<file path="src/rtl/reaction_referee.sv">
// Two-player reaction timer referee.
// A round runs blink -> random dark wait -> visible ms count. Presses in the dark
// wait are cheats; the first rising press edge in the count wins. Scores are
// thermometer codes that survive rounds and clear only on reset.
module reaction_referee #(
  parameter int BLINK_MS    = 3000,
  parameter int MIN_WAIT_MS = 1000,
  parameter int MAX_RAND_MS = 5000,
  parameter int TIMEOUT_MS  = 9999,
  parameter int SCORE_W     = 5
) (
  input  logic               clk,
  input  logic               reset,
  input  logic               ms_tick,
  input  logic               start,
  input  logic [13:0]        rnd_value,
  input  logic               p1_press,
  input  logic               p2_press,
  output logic [1:0]         disp_sel,
  output logic [3:0]         fill_digit,
  output logic [19:0]        elapsed_ms,
  output logic [19:0]        winner_time,
  output logic [1:0]         winner_id,
  output logic [SCORE_W-1:0] score1,
  output logic [SCORE_W-1:0] score2,
  output logic               busy
);

  // state    | meaning
  // S_IDLE   | after reset, blank display, waiting for start
  // S_BLINK  | blink pattern, counting BLINK_MS ticks, presses ignored
  // S_WAIT   | dark random wait; any press level is a cheat
  // S_TIMING | visible ms count; first rising press edge wins
  // S_WIN    | result shown (winner, tie or timeout), elapsed frozen
  // S_CHEAT  | cheat result shown via fill digit
  typedef enum logic [2:0] {
    S_IDLE, S_BLINK, S_WAIT, S_TIMING, S_WIN, S_CHEAT
  } state_t;

  localparam logic [1:0] DSP_BLINK = 2'd0;
  localparam logic [1:0] DSP_FILL  = 2'd1;
  localparam logic [1:0] DSP_ELAP  = 2'd2;
  localparam logic [1:0] DSP_WIN   = 2'd3;

  state_t       state;
  logic [15:0]  ms_cnt;
  logic [14:0]  wait_target;
  logic         p1_q;
  logic         p2_q;

  logic [15:0]  ms_next;
  logic [19:0]  elapsed_next;
  logic [13:0]  rnd_clamped;
  logic [14:0]  wait_calc;
  logic         rise1;
  logic         rise2;

  // Saturating thermometer increment: shifting in a one leaves all-ones unchanged.
  function automatic logic [SCORE_W-1:0] therm_inc(input logic [SCORE_W-1:0] s);
    return {s[SCORE_W-2:0], 1'b1};
  endfunction

  // Next-count values, clamped wait length and press rising edges.
  always_comb begin
    ms_next      = ms_cnt + 16'd1;
    elapsed_next = elapsed_ms + 20'd1;
    rnd_clamped  = (rnd_value > 14'(MAX_RAND_MS)) ? 14'(MAX_RAND_MS) : rnd_value;
    wait_calc    = 15'(MIN_WAIT_MS) + {1'b0, rnd_clamped};
    rise1        = p1_press & ~p1_q;
    rise2        = p2_press & ~p2_q;
  end

  // Round sequencing with all outputs registered; start overrides every state.
  always_ff @(posedge clk or posedge reset) begin
    if (reset) begin
      state       <= S_IDLE;
      ms_cnt      <= '0;
      wait_target <= '0;
      p1_q        <= 1'b0;
      p2_q        <= 1'b0;
      disp_sel    <= DSP_FILL;
      fill_digit  <= 4'hF;
      elapsed_ms  <= '0;
      winner_time <= '0;
      winner_id   <= 2'd0;
      score1      <= '0;
      score2      <= '0;
      busy        <= 1'b0;
    end else begin
      p1_q <= p1_press;
      p2_q <= p2_press;
      if (start) begin
        state       <= S_BLINK;
        ms_cnt      <= '0;
        elapsed_ms  <= '0;
        winner_time <= '0;
        winner_id   <= 2'd0;
        disp_sel    <= DSP_BLINK;
        fill_digit  <= 4'hF;
        busy        <= 1'b1;
      end else begin
        case (state)
          S_BLINK: begin
            if (ms_tick) begin
              if (ms_next == 16'(BLINK_MS)) begin
                wait_target <= wait_calc;
                ms_cnt      <= '0;
                state       <= S_WAIT;
                disp_sel    <= DSP_FILL;
                fill_digit  <= 4'hF;
              end else begin
                ms_cnt <= ms_next;
              end
            end
          end
          S_WAIT: begin
            if (p1_press || p2_press) begin
              state    <= S_CHEAT;
              busy     <= 1'b0;
              ms_cnt   <= '0;
              disp_sel <= DSP_FILL;
              if (p1_press && p2_press) begin
                fill_digit <= 4'd8;
              end else if (p1_press) begin
                fill_digit <= 4'd1;
                score2     <= therm_inc(score2);
              end else begin
                fill_digit <= 4'd2;
                score1     <= therm_inc(score1);
              end
            end else if (ms_tick) begin
              if (ms_next == {1'b0, wait_target}) begin
                ms_cnt     <= '0;
                state      <= S_TIMING;
                disp_sel   <= DSP_ELAP;
                elapsed_ms <= '0;
              end else begin
                ms_cnt <= ms_next;
              end
            end
          end
          S_TIMING: begin
            if (rise1 || rise2) begin
              state       <= S_WIN;
              busy        <= 1'b0;
              disp_sel    <= DSP_WIN;
              winner_time <= elapsed_ms;
              if (rise1 && rise2) begin
                winner_id <= 2'd3;
              end else if (rise1) begin
                winner_id <= 2'd1;
                score1    <= therm_inc(score1);
              end else begin
                winner_id <= 2'd2;
                score2    <= therm_inc(score2);
              end
            end else if (ms_tick) begin
              if (elapsed_next == 20'(TIMEOUT_MS)) begin
                elapsed_ms  <= 20'(TIMEOUT_MS);
                winner_time <= 20'(TIMEOUT_MS);
                winner_id   <= 2'd0;
                state       <= S_WIN;
                busy        <= 1'b0;
                disp_sel    <= DSP_WIN;
              end else begin
                elapsed_ms <= elapsed_next;
              end
            end
          end
          default: begin
            // IDLE, WIN and CHEAT hold their outputs until start or reset.
          end
        endcase
      end
    end
  end

endmodule

</file>
<file path="config.mk">
export PLATFORM = sky130hd
export DESIGN_NAME = reaction_referee
export DESIGN_NICKNAME = d
export VERILOG_FILES = /design/src/rtl/reaction_referee.sv
export SDC_FILE = /design/constraint.sdc
export NUM_CORES = 1
export LEC_CHECK = 0
export ABC_CLOCK_PERIOD_IN_PS = 3500
export CAP_MARGIN = 10
export CELL_PAD_IN_SITES_DETAIL_PLACEMENT = 1
export CELL_PAD_IN_SITES_GLOBAL_PLACEMENT = 2
export CORE_UTILIZATION = 34
export DETAILED_ROUTE_END_ITERATION = 12
export HOLD_SLACK_MARGIN = 0.1
export PLACE_DENSITY = 0.82
export SLEW_MARGIN = 0
export SYNTH_ARGS = -nofsm -noshare
export SYNTH_HDL_FRONTEND = slang
export SYNTH_SLANG_ARGS = --single-unit
</file>
<file path="constraint.sdc">
create_clock -name clk -period 3.5 [get_ports clk]
set_input_delay 0.7 -clock clk [delete_from_list [all_inputs] [get_ports clk]]
set_output_delay 0.7 -clock clk [all_outputs]
set_load 0.01 [all_outputs]
</file>
==> reports/results.txt, run 1 <==
run status = complete, no violations
number of enable flip-flop cells after synthesis = 0
chip height = 134 um
Critical Path Fanout Max = 11
Setup-failing EPs final = 0
Placed Instances = 979
via count of the first global-routing pass = 5757
max_slew headroom = 47.0%
library cell used as clock root buffer = clkbuf_16
net count of the finished layout = 794
die width = 134 um
die area = 17800 um^2
kind of start point of the critical path = flip-flop
insertion delay of the later-clocked pin in the worst-skew pair = 0.36 ns
critical path endpoint category = flip-flop
total nets after synthesis = 686
worst voltage drop across the vdd grid = 0.000321 V
initial antenna violation count = 0
area share of the largest cell type after synthesis = 38.3%
clock tree from TritonCTS = yes
Req. time, crit path = 3.74 ns
CTS H-tree depth = 3
drt initial violations = 341
Critical Path AT = 3.54 ns
pwr/cell area = 471 nW/um^2
Post-Layout Cell Count = 995
number of warnings reported in the yosys synthesis log = 0
number of instances in the synthesized netlist = 662
final cycle utilization of the critical path = 94.3%
buffers from clock root to sink, at most = 2
starting density of the core = 35.1%
synth unique cells = 76
number of buffers created by CTS = 9
proportion of synthesized chip area in sequential cells = 40.5%
setup repair after global routing missed its margin = false
Overall Global Routing Usage = 21.9%
ANT nets after route = 0
final setup TNS = 0 ns
most used flip-flop cell after synthesis = dfrtp_1
wire length reported by the detailed router = 18800 um
final critical delay including setup and external delays = 3.30 ns
classification of the worst setup path = flip-flop to flip-flop
row count = 47
global route overflow = 0
router iterations before antenna repair = 5
share of synthesized registers carrying an async set or reset = 100%
total setup buffers inserted after CTS = 0
clock-pin transition on the worst setup and hold timing paths = 0.07 ns
number of port buffers = 78
routed length per instance = 18.9 um
post-synthesis average cell area = 8.88 um^2
Total Power = 3550 uW
P&R area growth vs syn = 28.0%
DRC = 0
clock sink total = 95
placeable core region = 16800 um^2
first-pass GRT wire length = 30900 um
pins over their slew limit = 0
number of top-level design ports = 79
via total after detailed routing = 5629
Final Hold Vio Count = 0
transition time at the pin with the least slew margin = 0.789 ns
biggest area contributors in the synthesized netlist = dfrtp_1 38%, nand2_1 4.6%, o21ai_0 3.7%
number of diodes added for antenna fixing = 0
Pleak = 0.00317 uW
maximum clock skew at final layout = 0.0148 ns
placed wire-length estimate after detailed placement = 14200 um
layout cell share with drive strength beyond 1 = 16.1%
number of vias per cell = 5.66
Max Freq = 303 MHz
final weighted congestion in routability-driven placement = 0.961
post-synth top area cell = dfrtp_1
largest net degree at the start of global routing = 71
max-cap check violation count = 0
Synth Cell Area = 5880 um^2
class of the tightest hold or removal check = flip-flop to flip-flop
flip-flop and latch count after synthesis = 95
-- where the power goes --
group          total [uW]  internal (uW)  switching (uW)
clock network        1040            567             469
registers            1360           1230             132
logic                1150            541             607
-- worst max-delay path: stages, from the launching register on --
cell and delay [ns]:
dfrtp_1 0.59, nand4_2 0.19, nor4_1 0.44, xor2_1 0.15
or3_1 0.39, or4_4 0.56, o211ai_2 0.29, buf_4 0.23
a21oi_1 0.07, a211o_1 0.26
-- timing repair --
item	4_1_cts	5_1_grt
hold buffers	0	0
resized for setup	0	2
endpoints found under the setup margin	0	5
-- synth_stat cells (8+ instances only) --
cell type	instances
nand2b_1	13
nand2_1	72
o31ai_1	15
nor3_1	20
buf_2	10
xor2_1	14
dfrtp_1	90
nand3_1	34
a31oi_1	10
nor4_1	14
a21oi_1	42
o21ai_0	44
xnor2_1	11
clkbuf_1	26
nor2b_1	11
inv_1	17
mux2_2	15
nor2_1	39
a22oi_1	9
nand4_1	13
or2_2	8
or3_1	10
a21o_1	11
-- cell usage in the layout, fill, tap and decap left out, drive strengths merged, types with 10 or more instances in the layout --
cell / count
nand3: 36
nand2: 73
nor2b: 11
buf: 62
or3: 10
o31ai: 15
nand4: 15
nor4: 15
dfrtp: 90
a21o: 11
clkbuf: 10
nand2b: 14
clkdlybuf4s50: 78
xor2: 14
nor2: 39
o21ai: 46
a31oi: 10
a21oi: 42
nor3: 20
mux2: 17
inv: 20
xnor2: 11
-- registers in the layout, summed over array words and instances, names as in the netlist --
signal	flops
elapsed_ms	20
winner_time	20
ms_cnt	16
wait_target	15
score1	5
score2	5
fill_digit	4
state	3
disp_sel	2
winner_id	2
busy	1
p1_q	1
p2_q	1
-- stage by stage --
stage | area, um^2 | util, % | setup WS [ns] | hold slack (ns)
2_1_floorplan | 5880 | - | 0.318 | 0.469
3_3_place_gp | 7220 | 43.1 | 0.295 | 0.457
3_5_place_dp | 7220 | 43.1 | 0.112 | 0.454
4_1_cts | 7520 | 44.9 | 0.127 | 0.474
5_1_grt | 7530 | 44.9 | 0.0257 | 0.511
6_report | 7530 | 44.9 | 0.199 | 0.473
-- path summary, 6_finish.rpt --
path / startpoint / endpoint / slack (ns) / depth (start not counted)
setup / recovery: ms_cnt[8] / ms_cnt[14] / 0.20 / 9
hold / removal: fill_digit[2] / fill_digit[2] / 0.47 / 2
setup reg to reg: ms_cnt[8] / ms_cnt[14] / 0.20 / 9
hold reg to reg: fill_digit[2] / fill_digit[2] / 0.47 / 2
max in group asynchronous: reset / ms_cnt[6] / 2.08 / 3
min in group asynchronous: reset / score1[3] / 0.67 / 2
-- cell type report --
cell class | count | area [um^2]
Timing Repair Buffer | 140 | 1270
Tap cell | 220 | 275
Clock inverter | 6 | 72.6
Clock buffer | 10 | 229
Inverter | 17 | 65.1
Multi-Input combinational cell | 507 | 3230
Fill cell | 1949 | 9230
Sequential cell | 95 | 2380
-- cells by family (layout without fill, tap and decap cells) --
| logic type | after synthesis | in the layout | share of synthesized area, % |
|---|---|---|---|
| xor gates and xnor gates | 26 | 26 | 4.11 |
| DFF | 95 | 95 | 40.5 |
| adders and majority gates | 5 | 5 | 1.02 |
| and+or+nand+nor | 273 | 273 | 25.0 |
| muxes | 22 | 22 | 4.23 |
| buffers and inverters | 60 | 173 | 4.55 |
| AOI/OAI and AO/OA | 181 | 181 | 20.6 |
-- layer usage --
metal  track usage [%]  part of all wire [%]
met1              30.6                    47
met4              6.94                   1.6
met3              2.55                   4.0
met2              35.3                    47
met5                 0                     0
Note: power is estimated with default switching activity, not from simulation.
==> run 2: changes to the inputs <==
Settings changed: ABC_CLOCK_PERIOD_IN_PS 3500 to 3100.
Clock period 3.5 ns to 3.1 ns, I/O delays scaled along.
==> run 2 against run 1 <==
Net effect:
- sequential share of layout area fell by 2.6 points
- first-iteration DRC count is 12% lower
- final area up 9.4%
- sequential power increased by 14%
==> reports/results.txt, run 2 (synthesis gave the netlist of run 1 again) <==
run status = complete, no violations
placeable core region = 16800 um^2
highest-count cells in the layout ignoring fill and taps = 99 x buf_4, 78 x dfrtp_1, 78 x clkdlybuf4s50_1, 71 x nand2_1, 40 x a21oi_1
slowest cell delay on critical path = 0.53 ns
worst path setup slack after routing = 0.0241 ns
classification of the worst setup path = flip-flop to flip-flop
insertion delay of the later-clocked pin in the worst-skew pair = 0.36 ns
largest net degree at the start of global routing = 54
routed length per instance = 19.3 um
CP startpoint = ms_cnt[5]
routing layer with the top usage in global route = met2
wire length reported by the detailed router = 20200 um
pwr/cell area = 509 nW/um^2
Critical Path AT = 3.31 ns
Multi-input gate area = 3490 um^2
dominant delay contributor by cell family on the critical path = simple AND/OR/NAND/NOR gates
number of port buffers = 78
maximum clock skew at final layout = 0.0165 ns
via count of the first global-routing pass = 5976
pins over their slew limit = 0
initial antenna violation count = 0
number of buffers created by CTS = 9
number of diodes added for antenna fixing = 0
CP max-delay cell = or4_4
CTS H-tree depth = 3
critical path endpoint category = flip-flop
worst voltage drop across the vdd grid = 0.000336 V
row count = 47
P&R area growth vs syn = 40.1%
worst-case setup slack after placement = -0.384 ns
clock-pin transition on the worst setup and hold timing paths = 0.08 ns
met3 Use GR = 2.70%
number of vias per cell = 5.62
transition time at the pin with the least slew margin = 0.712 ns
Pleak = 0.00350 uW
library cell used as clock root buffer = clkbuf_16
Overall Global Routing Usage = 23.0%
grt met2 use = 36.3%
layout cell share with drive strength beyond 1 = 27.4%
die width = 134 um
critical path, cell by cell = buf_6 -> nand4_1 -> buf_4 -> nor4_4 -> buf_4 -> xnor3_1 -> o31ai_1 -> or4_4 -> o31a_1 -> buf_6 -> o21ai_2 -> o41ai_4
global routing usage on met1 = 32.3%
Critical Path Fanout Max = 10
starting density of the core = 35.1%
leading cell type in the layout, fill and taps excluded = buf_4
net count of the finished layout = 845
Req. time, crit path = 3.34 ns
first-pass GRT wire length = 32200 um
clock tree from TritonCTS = yes
number of filler instances in the final layout = 1914
chip height = 134 um
max-cap check violation count = 0
Setup-failing EPs final = 0
kind of start point of the critical path = flip-flop
critical path buffer and inverter count = 4
RR Startpoint = ms_cnt[5]
clock sink total = 95
buffers from clock root to sink, at most = 2
setup repair after global routing missed its margin = true
max_slew headroom = 52.5%
Max Freq = 325 MHz
final critical delay including setup and external delays = 3.08 ns
router iterations before antenna repair = 5
final weighted congestion in routability-driven placement = 0.910
DRC = 0
largest registers = elapsed_ms: 20 flops, winner_time: 20 flops, ms_cnt: 16 flops
global route overflow = 0
die area = 17800 um^2
number of hold buffers added after cts = 0
number of top-level design ports = 79
final cycle utilization of the critical path = 99.2%
class of the tightest hold or removal check = flip-flop to flip-flop
ANT nets after route = 0
placed wire-length estimate after detailed placement = 14800 um
drt initial violations = 300
final setup TNS = 0 ns
Final Hold Vio Count = 0
via total after detailed routing = 5874
launch instance of the worst min-delay path = fill_digit[2]
Seq. cell area = 2400 um^2
[run 2: cell count changes in the layout (fill, tap and decap cells not counted), moves of 4 or more]
cell	change
a22oi_1	-6
a22oi_2	+6
buf_4	+39
buf_6	+12
dfrtp_1	-11
dfrtp_2	+11
nor4_1	-5
nor4_2	+4
o21ai_0	-16
o21ai_1	+7
o21ai_2	+9
[run 2: where the power goes]
part / total (uW) / internal (uW) / switching (uW) / leakage [uW]
registers: 1550 / 1400 / 155 / 0.00125
clock network: 1180 / 639 / 537 / 0.000143
logic: 1460 / 695 / 769 / 0.00210
total: 4190 / 2730 / 1460 / 0.00350
[run 2: worst register-to-register path: stages (launching register included)]
cell and delay, ns:
dfrtp_2 0.48, buf_6 0.15, nand4_1 0.16, buf_4 0.19
nor4_4 0.22, buf_4 0.17, xnor3_1 0.11, o31ai_1 0.10
or4_4 0.53, o31a_1 0.39, buf_6 0.19, o21ai_2 0.18
o41ai_4 0.09
[run 2: worst paths after layout]
kind	end	slack, ns	cells after the start
min in group asynchronous	disp_sel[1]	0.72	3
max reg2reg	elapsed_ms[12]	0.02	12
min reg2reg	fill_digit[2]	0.47	2
max in group asynchronous	ms_cnt[11]	1.79	3
min	fill_digit[2]	0.47	2
max	elapsed_ms[12]	0.02	12
[run 2: what timing repair did]
item | CTS | global route
setup endpoints to repair | 51 | 69
pin swaps | 2 | 21
gates cloned | 0 | 0
setup buffers | 2 | 10
resized for setup | 11 | 76
[run 2: metal layers]
| metal | wire, um | part of all wire [%] |
|---|---|---|
| met1 | 9450 | 47 |
| met2 | 9610 | 48 |
| met4 | 473 | 2.3 |
| met3 | 642 | 3.2 |
| met5 | 0 | 0 |
[run 2: per-stage QoR]
stage	cells	area, um^2	hold WS, ns	power, uW	util, %
4_1_cts	1038	7910	0.478	4120	47.2
3_5_place_dp	1020	7540	0.463	2920	45.0
6_report	1046	8240	0.474	4190	49.1
3_3_place_gp	1020	7540	0.466	2860	45.0
5_1_grt	1046	8240	0.507	4380	49.1
2_1_floorplan	662	5890	0.469	2260	-
[run 2: final cells by class]
cell class	count	share of cell area [%]
clock buffers	10	2.78
flip-flops and latches	95	29.1
clock inverters	6	0.927
repair buffers	191	20.6
multi-input cells	507	42.4
inverters	17	0.790
well taps	220	3.34
